`src/rtl/serial_adder_ctrl.sv`:
```
// Bit-serial adder: latches two operands and a carry-in, then adds one bit pair
// per clock through a single full-adder cell, LSB first, into a registered sum/co.

module fulladder_1 (
    input  logic a,
    input  logic b,
    input  logic ci,
    output logic s,
    output logic co
);

    assign s  = a ^ b ^ ci;
    assign co = (a & b) | (a & ci) | (b & ci);

endmodule

// state | meaning
// ------+----------------------------------------------------------
// IDLE  | waiting for start; sum/co hold the last result
// RUN   | one operand bit pair per clock through the full adder
// DONE  | single-cycle done pulse; start here is accepted back-to-back
module serial_adder_ctrl #(
    parameter int WIDTH = 8
) (
    input  logic             clk,
    input  logic             rst_n,
    input  logic             start,
    input  logic [WIDTH-1:0] a,
    input  logic [WIDTH-1:0] b,
    input  logic             ci,
    output logic             busy,
    output logic             done,
    output logic [WIDTH-1:0] sum,
    output logic             co
);

    localparam int CNT_W = $clog2(WIDTH);

    typedef enum logic [1:0] {
        IDLE = 2'd0,
        RUN  = 2'd1,
        DONE = 2'd2
    } state_t;

    state_t state;
    state_t state_nxt;

    logic [WIDTH-1:0] op_a;
    logic [WIDTH-1:0] op_b;
    logic             carry;
    logic [CNT_W-1:0] bit_cnt;
    logic             accept;
    logic             last_bit;
    logic             fa_s;
    logic             fa_co;

    fulladder_1 u_fa (
        .a  (op_a[0]),
        .b  (op_b[0]),
        .ci (carry),
        .s  (fa_s),
        .co (fa_co)
    );

    assign accept   = start && ((state == IDLE) || (state == DONE));
    assign last_bit = (bit_cnt == CNT_W'(WIDTH - 1));

    always_ff @(posedge clk or negedge rst_n) begin
        if (!rst_n) begin
            state <= IDLE;
        end else begin
            state <= state_nxt;
        end
    end

    always_comb begin
        state_nxt = state;
        case (state)
            IDLE: begin
                if (start) begin
                    state_nxt = RUN;
                end
            end
            RUN: begin
                if (last_bit) begin
                    state_nxt = DONE;
                end
            end
            DONE: begin
                state_nxt = start ? RUN : IDLE;
            end
            default: begin
                state_nxt = IDLE;
            end
        endcase
    end

    always_comb begin
        busy = 1'b0;
        done = 1'b0;
        case (state)
            RUN:     busy = 1'b1;
            DONE:    done = 1'b1;
            default: ;
        endcase
    end

    // co is only written on the final bit so it holds the previous result while running
    always_ff @(posedge clk or negedge rst_n) begin
        if (!rst_n) begin
            op_a    <= '0;
            op_b    <= '0;
            carry   <= 1'b0;
            bit_cnt <= '0;
            sum     <= '0;
            co      <= 1'b0;
        end else if (accept) begin
            op_a    <= a;
            op_b    <= b;
            carry   <= ci;
            bit_cnt <= '0;
            sum     <= '0;
        end else if (state == RUN) begin
            op_a    <= op_a >> 1;
            op_b    <= op_b >> 1;
            carry   <= fa_co;
            bit_cnt <= bit_cnt + CNT_W'(1);
            sum     <= {fa_s, sum[WIDTH-1:1]};
            if (last_bit) begin
                co <= fa_co;
            end
        end
    end

endmodule

```
`config.mk`:
```
export PLATFORM = sky130hd
export DESIGN_NAME = serial_adder_ctrl
export DESIGN_NICKNAME = d
export VERILOG_FILES = /design/src/rtl/serial_adder_ctrl.sv
export SDC_FILE = /design/constraint.sdc
export NUM_CORES = 1
export LEC_CHECK = 0
export BUFFER_PORTS_ARGS = -buffer_cell sky130_fd_sc_hd__buf_2
export CAP_MARGIN = 20
export CORE_ASPECT_RATIO = 1.1
export CORE_UTILIZATION = 54
export DETAILED_ROUTE_END_ITERATION = 6
export PLACE_DENSITY = 0.81
export SETUP_SLACK_MARGIN = 0.4
export SYNTH_ARGS = -nofsm -noshare
export SYNTH_HDL_FRONTEND = slang
export SYNTH_HIERARCHICAL = 1
export SYNTH_SLANG_ARGS = --single-unit
export TNS_END_PERCENT = 30
```
`constraint.sdc`:
```
create_clock -name clk -period 1.9 [get_ports clk]
set_input_delay 0 -clock clk [delete_from_list [all_inputs] [get_ports clk]]
set_output_delay 0 -clock clk [all_outputs]
set_load 0.1 [all_outputs]
```
==> After elaboration in Yosys (flattened, before gate mapping) <==
Cells that the tools add are included.
{ "word_totals": {"in_bits": 20, "word_cells": 43, "latchBits": 0, "mem_count": 0, "romBits": 0, "register_bits": 31, "mem_bits_rw": 0} }
{ "op_classes": {"div_mod_pow": 0, "n_eq_ne": 5, "bitwise": 8, "n_shift": 0, "reduce_logical": 6, "mul": 0, "order_cmp": 0, "mux": 16, "add_sub_neg": 1} }
{ "op_table": {"columns": ["op", "n"], "rows": [
  ["$mux 8", 6],
  ["$mux 3", 2],
  ["$pmux 2 s3", 1],
  ["$mux 1", 5],
  ["$mux 2", 2],
  ["$ne 2x2->1 const B", 2],
  ["$add 3x1->3 const B", 1],
  ["$and 1x1->1", 3],
  ["$eq 3x3->1 const B", 1],
  ["$reduce_and 3->1", 1],
  ["$eq 2x1->1 const B", 1],
  ["$eq 2x2->1 const B", 1],
  ["$logic_not 2->1", 1],
  ["$or 1x1->1", 2],
  ["$reduce_and 2->1", 1],
  ["$reduce_bool 2->1", 1],
  ["$xor 1x1->1", 2],
  ["$logic_and 1x1->1", 1],
  ["$logic_or 1x1->1", 1],
  ["$not 1->1", 1]
]} }

==> Longest topological paths before layout <==
Gate-level depths: netlist (run 1).
{ "depth": {"ltp_word": 5, "mapped_depth": 4, "mapped_depth_nobuf": 4} }

==> Modules after synthesis <==
The synthesis (run 1) kept the hierarchy.
{ "by_module_without_submodules": {"columns": ["module", "area_each_um2", "seq_area_each_um2", "cells_per_inst", "n_inst"], "rows": [
  ["serial_adder_ctrl", 1646.6, 775.7, 123, 1],
  ["fulladder_1", 20.0, 0.0, 1, 1]
]} }

==> Worst setup path after synthesis (run 1) <==
Ideal clock, no wire load.
{ "synth_path": {"kind": "register to output", "from": "reg state[0]", "to": "out busy", "stages_incl_launch_ff": 4, "required_time_ns": 1.900, "arrival_ns": 2.090, "setup_slack_ns": -0.190, "cell_sequence": "dfrtp_1 > buf_2 > buf_2 > nor2b_1"} }
{ "synth_between": {"elab_chain_len": 2} }
{ "synth_rtl": {"columns": ["element", "line", "rtl"], "rows": [
  ["from (decl)", "45", "state_t state;"],
  ["from (signal assigned)", "72", "state <= state_nxt;"],
  ["$eq 2x1->1", "101", "case (state)"],
  ["$mux 1", "101", null],
  ["to (decl)", "31", "output logic busy,"]
]} }
Every way passes these cells.

==> Worst setup path after layout (run 1) <==
{ "layout_path": {"from": "reg bit_cnt[0]", "to": "reg bit_cnt[2]"} }
{ "layout_between": {"elab_chain_len": 3} }
{ "layout_rtl": {"columns": ["element", "line", "rtl"], "rows": [
  ["from (decl)", "51", "logic [CNT_W-1:0] bit_cnt;"],
  ["from (signal assigned)", "127", "bit_cnt <= bit_cnt + CNT_W'(1);"],
  ["$add 3x1->3", "127", null],
  ["$mux 3", "123", "end else if (state == RUN) begin"],
  ["$mux 3", "117", "end else if (accept) begin"]
]} }
Every way passes these cells. The select of a mux whose other input is x is not followed.
A chain may end at the register's enable or synchronous reset.

==> run metrics, run 1 <==
status finished, final reports clean; peak supply drop about 1.8 mV; Net Sw Frac a little under half; Clock Pin Slew Worst Setup and Hold Paths 0.09 ns; port bufs 30; CP max-delay cell dfrtp_1; Synth Register Bits 31; Internal Power about 1800 uW; PD cells roughly 1600 nW/um^2; Setup crit start kind register; most frequent cell after synthesis mux2i_1; Crit path arrival time 1.67 ns; TritonRoute pass-1 iters 4; dominant cell type by area after synthesis dfrtp_1; final instance area around 2100 sq um; sw power approximately 1600 uW; DP Wirelength 2.06 mm; HP Class in -> reg; nets 197; clock buffer count from CTS 5; sequence of cells on the critical path ha_1, ha_1, mux2_2, a22o_1; initial antenna violation count 0; H-tree lvl count 2; fin. max-slew vios 0; Root Buffer clkbuf_4; RSZ-0062 raised after global routing false; Post-Synthesis Cells between 100 and 150; die area approximately 3300 sq um; Skew-Pair Late Insertion Delay 0.34 ns; clock period minus worst slack 1.44 ns; Sequential Power Share approximately a third; commonest register cell after synthesis dfrtp_1; critical path required time between 2 and 2.5 ns; Critical Path Sink Type register; Setup TNS 0 ns; dpl ws 0.433 ns; Max Fclk between 600 and 700 MHz; Vias per Instance 5.61; clock skew roughly 0.0063 ns; critical path's top delay family adder cells; Commonest cells post-synth mux2i_1, dfrtp_1, mux2_2; Initial Util roughly three fifths; row count 20; Die Y about 60 microns; CTS sink count 31; Buf/Inv on CP 0; ranking of synthesized cells by area dfrtp_1, mux2i_1, mux2_2; vias in the first global route approximately 1200; area grow syn2layout 26.1%; first-pass GRT wire length 5.46 mm; I/O Pins 31; Post-DRT Antenna Nets 0; share of cells above drive strength 1 between 30 and 40%; Gate power share a little over half; Critical Path Max Stage Delay between 0.4 and 0.5 ns; gr ovfl total 0; clock power share 13.0%; Seq/Total Area, Yosys a little under half; Horiz. Die Dim ~55 microns; post-synthesis cell area approximately 1700 sq um; crit path max fanout 3; largest net degree at the start of global routing 32; Syn Nets 147; final setup fails 0; Floorplan Core Area 2850 sq um; Avg Cell Area, Syn between 10 and 15 sq um; Worst Hold Slack ~0.015 ns; Worst Setup Path Type reg -> reg; number of synthesized flops with an enable pin 0; worst slew pin tran about 0.75 ns; via count 1166; final wirelength roughly 3.3 mm; synth unique cells 17; relative slew slack about half; TritonCTS clock tree yes; Yosys top cell area share 46.5%; post-synthesis async set-or-reset flop share 100%; final hold vios 0; placed cell area between 1500 and 2000 sq um; Worst path most repeated cell ha_1; DRC viols 0; diode count 0; fin crit share between 70% and 80%; Fillers about 210; MaxCap Viol Count 0; Total GRT Usage between 20% and 30%; GP Congestion 0.696; worst setup margin between 0.4 and 0.5 ns; final total power 3390 uW; LEAKAGE about 0.0011 uW; Warnings, synthesis 6; Iteration-0 DRC Markers 7; WL per Instance about 16 microns; Bufs on Longest Clock Path 2
[per-layer routing]
layer	GRT usage, %	vias up	share of wire (%)
met1	27.9	568	44
met2	39.1	27	49
met3	5.60	11	3.6
met4	16.1	0	3.1
li1	-	560	-
met5	0	-	0
[worst reg2reg max path, stage by stage, from the launching register on]
cell and delay (ns):
dfrtp_1 0.42, ha_1 0.21, ha_1 0.28, mux2_2 0.26, a22o_1 0.17
[what timing repair did]
| action | CTS | global route |
|---|---|---|
| setup endpoints to repair | 2 | 1 |
| hold buffers | 17 | 0 |
| setup buffers | 1 | 0 |
| hold endpoints to repair | 47 | 0 |
| gates resized for setup | 1 | 1 |
[cells by family (layout without fill, tap and decap cells)]
family | after synthesis | count (layout) | synth area share, %
muxes | 59 | 59 | 36.3
DFF | 31 | 31 | 46.5
AOI/OAI and AO/OA | 13 | 13 | 6.38
buffers and inverters | 10 | 61 | 5.11
and+or+nand+nor | 7 | 7 | 2.40
adders and majority gates | 3 | 3 | 2.70
xor gates and xnor gates | 1 | 1 | 0.526
[placed cells by master, fill, tap and decap left out, drive strengths merged, types with 2 or more instances in the layout]
cell         count
mux2i           47
buf             36
dfrtp           31
dlygate4sd3     17
mux2            12
a22o            11
clkbuf           8
nor2             2
nand3            2
o21ai            2
ha               2
nor2b            2
[flip-flops by register name, summed over array words and instances (netlist names)]
| signal | count |
|---|---|
| bit_cnt | 3 |
| carry | 1 |
| co | 1 |
| op_a | 8 |
| op_b | 8 |
| state | 2 |
| sum | 8 |
[path summary, 6_finish.rpt]
path | start | cells after the start | endpoint | slack, ns
hold / removal | a[7] | 3 | op_a[7] | 0.01
max in group asynchronous | rst_n | 2 | state[1] | 1.19
setup reg to reg | bit_cnt[0] | 4 | bit_cnt[2] | 0.46
setup / recovery | bit_cnt[0] | 4 | bit_cnt[2] | 0.46
min in group asynchronous | rst_n | 2 | op_a[4] | 0.23
hold reg to reg | co | 1 | co | 0.54
[layout make-up]
type | instances | area (sq um) | share of cell area [%]
clock buffer | 8 | 68.8 | 3.27
multi-input combinational | 83 | 816 | 38.8
sequential | 31 | 777 | 37.0
tap | 33 | 41.3 | 1.96
timing repair buffer | 53 | 399 | 19.0
[through the flow]
| stage | utilization [%] | std cells |
|---|---|---|
| 6_report | 73.7 | 208 |
| 3_3_place_gp | 64.9 | 182 |
| 3_5_place_dp | 64.9 | 182 |
| 2_1_floorplan | - | 124 |
| 5_1_grt | 73.7 | 208 |
| 4_1_cts | 73.6 | 208 |
[power groups by stage]
stage	registers (uW)	logic [uW]	clock network (uW)
after detailed placement	1170	1750	0
after global routing	1180	1920	488
after CTS	1150	1810	457
after floorplan	1670	918	0
final	1150	1800	441
after global placement	1150	1690	0
(Power assumes the default switching activity.)
==> run 2: changes to the inputs <==
Clock period 1.9 ns to 1.5 ns, I/O delays scaled along.
==> run 2 against run 1 <==
  * Via count up 4.8%
  * Critical path depth decreased by 1
  * Clock skew up 0.011 ns
  * Non-clock buffer count increased by 16
  * Critical endpoint is now sum[7]
==> run metrics, run 2 (synthesis results as in run 1) <==
diode count 0; critical path's top delay family adder cells; clock period minus worst slack 1.42 ns; met3 WL 131 microns; most common cell after layout, fill and taps aside mux2i_1; CP max-delay cell fa_1; final setup fails 0; worst slew pin tran ~0.7 ns; WL per Instance 16.6 microns; HP Class in -> reg; MaxCap Viol Count 0; I/O Pins 31; vias in the first global route between 1000 and 1500; clock skew approximately 0.017 ns; initial antenna violation count 0; DP Cell Count around 190; DRC viols 0; Bufs on Longest Clock Path 2; Crit path arrival time between 1.5 and 2 ns; peak supply drop about 2.1 mV; routed metal-1 wire length between 1.5 and 2 mm; Vias per Instance approximately 5.5; die area 3310 sq um; Total GRT Usage a little over a quarter; CTS sink count 31; PD cells roughly 2000 nW/um^2; commonest cells after routing, fill and taps aside mux2i_1, buf_2, dfrtp_1, dlygate4sd3_1, buf_4; TritonRoute pass-1 iters 4; critical path required time about 1.7 ns; Buf/Inv on CP 0; Root Buffer clkbuf_4; final wirelength approximately 3.7 mm; fin crit share between 90% and 100%; DP Wirelength 2.26 mm; row count 20; Critical Path Max Stage Delay 0.47 ns; relative slew slack between 50 and 60%; sequence of cells on the critical path fa_1, mux2_2, a22o_1; Initial Util between 50% and 60%; Floorplan Core Area ~2900 sq um; Critical Path Sink Type register; RSZ-0062 raised after global routing true; Clock Pin Slew Worst Setup and Hold Paths around 0.1 ns; crit path max fanout 2; top layer in use met4; Iteration-0 DRC Markers 24; met2 wire len slightly below 2 mm; top flop regs op_a: 8 flops, op_b: 8 flops, sum: 8 flops; Horiz. Die Dim approximately 55 microns; first-pass GRT wire length 6.02 mm; Max Fclk ~700 MHz; Post-DRT Antenna Nets 0; clock buffer count from CTS 5; gr ovfl total 0; H-tree lvl count 2; Skew-Pair Late Insertion Delay roughly 0.33 ns; nets 213; via count about 1200; fin. max-slew vios 0; Worst Setup Path Type reg -> reg; share of cells above drive strength 1 between 40 and 50%; Die Y approximately 60 microns; status finished, final reports clean; Post-Layout Cell Count 224; Setup crit start kind register; port bufs 30; LEAKAGE around 0.0012 uW; largest net degree at the start of global routing 32; Setup TNS 0 ns; final hold vios 0; area grow syn2layout 40.5%; TritonCTS clock tree yes; Worst Hold Slack around 0.033 ns; GP Congestion roughly 0.72
run 2: changes by cell type in the layout (fill, tap and decap cells not counted), moves of 2 or more:
| cell | change |
|---|---|
| dfrtp_1 | -9 |
| mux2_2 | -8 |
| mux2_4 | +8 |
| buf_4 | +7 |
| buf_6 | +5 |
| dfrtp_2 | +5 |
| dfrtp_4 | +4 |
| clkbuf_8 | -2 |
| ha_1 | -2 |
| ha_4 | +2 |
run 2: tightest hold or removal path: cells and delay by family:
kind                   cells  cell delay (ns)
buffers and inverters      1             0.08
muxes                      2             0.21
run 2: where the power goes:
group | internal (uW) | total, uW | switching (uW)
Combinational | 1150 | 2680 | 1540
Sequential | 1210 | 1530 | 323
Clock | 182 | 462 | 280
run 2: timing repair:
item,in CTS,in global routing
endpoints found under the setup margin,41,40
endpoints found under the hold margin,47,0
buffers inserted,7,2
hold buffers,17,0
pin swaps,2,2
cloned,1,1
gates resized for setup,17,8
run 2: metal layers:
layer  global-route usage [%]  vias up
li1                         -      591
met1                     30.8      602
met2                     45.4       25
met3                     5.34        4
met4                     9.64        0
met5                        0        -
run 2: stage by stage:
step	power (uW)	setup WS (ns)	util (%)	instance area, sq um
3_3_place_gp	3690	0.0990	67.5	1920
2_1_floorplan	3340	0.111	-	1710
6_report	4670	0.0757	82.1	2340
3_5_place_dp	3820	0.0488	67.5	1920
4_1_cts	4540	0.0780	79.3	2260
5_1_grt	4930	0.0522	82.1	2340
run 2: path summary, 6_finish.rpt:
| path | startpoint | end | slack, ns | cells past startpoint |
|---|---|---|---|---|
| hold / removal | b[0] | op_b[0] | 0.03 | 3 |
| setup / recovery | op_a[0] | sum[7] | 0.08 | 3 |
| max in group asynchronous | rst_n | sum[5] | 0.73 | 2 |
| min in group asynchronous | rst_n | op_a[7] | 0.25 | 2 |
| setup reg to reg | op_a[0] | sum[7] | 0.08 | 3 |
| hold reg to reg | co | co | 0.53 | 1 |
run 2: final cells by class:
cell class | instances | area [sq um]
sequential | 31 | 798
tap | 33 | 41.3
clock buffer | 7 | 45.0
fill | 173 | 512
clock inverter | 1 | 5.00
timing repair buffer | 69 | 573
multi-input combinational | 83 | 878
==> run 3: changes to the inputs <==
Settings changed: RECOVER_POWER set to 50.
==> run 3 against run 2 <==
  * Sequential power barely moved
  * Power down 0.71%
  * Hold slack barely moved
  * Sequential share of layout area is 0.11 points higher
  * Die area is the same
  * Cell count is the same
  * Critical endpoint unchanged
  * Clock power barely moved
  * Non-clock buffer count unchanged
  * First-iteration DRC count shrank 4.2%
  * Clock-buffer cell count unchanged
==> run metrics, run 3 (synthesis results as in run 1) <==
CP max-delay cell fa_1; Bufs on Longest Clock Path 2; LEAKAGE 0.00117 uW; first-pass GRT wire length 6.02 mm; dpl ws between 0.04 and 0.05 ns; GR Util met2 between 40% and 50%; peak supply drop 2.07 mV; fin. max-slew vios 0; TritonCTS clock tree yes; top flop regs op_a: 8 flops, op_b: 8 flops, sum: 8 flops; status finished, final reports clean; Worst Setup Path Type reg -> reg; clock skew between 0.015 and 0.02 ns; gr ovfl total 0; worst setup margin 0.0760 ns; CTS sink count 31; Crit path arrival time roughly 1.7 ns; row count 20; DRC viols 0; most common cell after layout, fill and taps aside mux2i_1; MaxCap Viol Count 0; final wirelength 3.71 mm; Post-DRT Antenna Nets 0; area grow syn2layout 39.6%; Critical Path Max Stage Delay approximately 0.47 ns; Critical Path Sink Type register; commonest cells after routing, fill and taps aside mux2i_1, buf_2, dfrtp_1, dlygate4sd3_1, buf_4; die area ~3300 sq um; clock period minus worst slack between 1 and 1.5 ns; initial antenna violation count 0; Die Y approximately 60 microns; nets roughly 210; diode count 0; Root Buffer clkbuf_4; HP Class in -> reg; crit path max fanout 2; Horiz. Die Dim approximately 55 microns; Worst R2R Path Depth 3; TritonRoute pass-1 iters 4; hold depth 3; Skew-Pair Late Insertion Delay between 0.3 and 0.4 ns; grt met3 use 5.34%; GP Congestion approximately 0.72; largest net degree at the start of global routing 32; worst slew pin tran ~0.78 ns; Setup TNS 0 ns; vias in the first global route around 1400; final hold vios 0; placed cell area 1920 sq um; Clock Pin Slew Worst Setup and Hold Paths 0.10 ns; WL per Instance roughly 17 microns; Floorplan Core Area between 2000 and 3000 sq um; Vias per Instance 5.46; Iteration-0 DRC Markers 23; Initial Util between 50 and 60%; relative slew slack between 40% and 50%; PD cells between 1500 and 2000 nW/um^2; routing usage on met1 between 30% and 40%; I/O Pins 31; Total GRT Usage a little over a quarter; Fillers about 180; RSZ-0062 raised after global routing true; H-tree lvl count 2; final instance area between 2000 and 2500 sq um; DP Wirelength 2.26 mm; sequence of cells on the critical path fa_1, mux2_2, a22o_1; Max Fclk around 700 MHz; clock buffer count from CTS 5; share of cells above drive strength 1 a little over two fifths; via count ~1200; fin crit share between 90% and 100%; Setup crit start kind register; port bufs 30; busiest grt layer met2; critical path required time 1.73 ns; final setup fails 0
-- run 3: metrics by stage --
stage	hold slack [ns]	std cells	power (uW)	utilization, %
5_1_grt	0.0540	224	4890	81.5
4_1_cts	0.0312	221	4540	79.3
3_5_place_dp	0.0785	188	3820	67.5
3_3_place_gp	0.0650	188	3690	67.5
6_report	0.0330	224	4640	81.5
2_1_floorplan	-0.296	124	3340	-
-- run 3: layer usage --
| metal | part of all wire (%) | vias to the layer above |
|---|---|---|
| met5 | 0 | - |
| met1 | 42 | 603 |
| met3 | 3.5 | 4 |
| li1 | - | 591 |
| met4 | 1.0 | 0 |
| met2 | 53 | 25 |
-- run 3: repair_timing --
item / CTS / global route
setup buffers: 7 / 2
resized for setup: 17 / 8
endpoints found under the setup margin: 41 / 40
hold buffers: 17 / 0
pin swaps: 2 / 2
hold endpoints to repair: 47 / 0
cloned: 1 / 1
-- run 3: final cells by class --
| cell class | instances | area [sq um] | share of cell area [%] |
|---|---|---|---|
| clock inverters | 1 | 5.00 | 0.215 |
| clock buffers | 7 | 45.0 | 1.94 |
| repair buffers | 69 | 573 | 24.6 |
| flip-flops and latches | 31 | 796 | 34.2 |
| multi-input cells | 83 | 866 | 37.2 |
| well taps | 33 | 41.3 | 1.78 |
-- run 3: worst paths after layout --
check	start	slack, ns	end
worst max-delay path	op_a[0]	0.08	sum[7]
worst min-delay path	b[0]	0.03	op_b[0]
worst max register to register	op_a[0]	0.08	sum[7]
worst min register to register	co	0.53	co
max in group asynchronous	rst_n	0.65	sum[5]
min in group asynchronous	rst_n	0.28	sum[6]
-- run 3: power breakdown --
| group | total [uW] | internal (uW) | switching, uW |
|---|---|---|---|
| Clock | 463 | 182 | 281 |
| Sequential | 1510 | 1200 | 310 |
| Combinational | 2670 | 1130 | 1540 |
-- run 3: critical path: cells and delay by family (launching register included) --
family / cells / cell delay (ns)
DFF: 1 / 0.41
muxes: 1 / 0.27
AOI/OAI and AO/OA: 1 / 0.18
adders and majority gates: 1 / 0.47
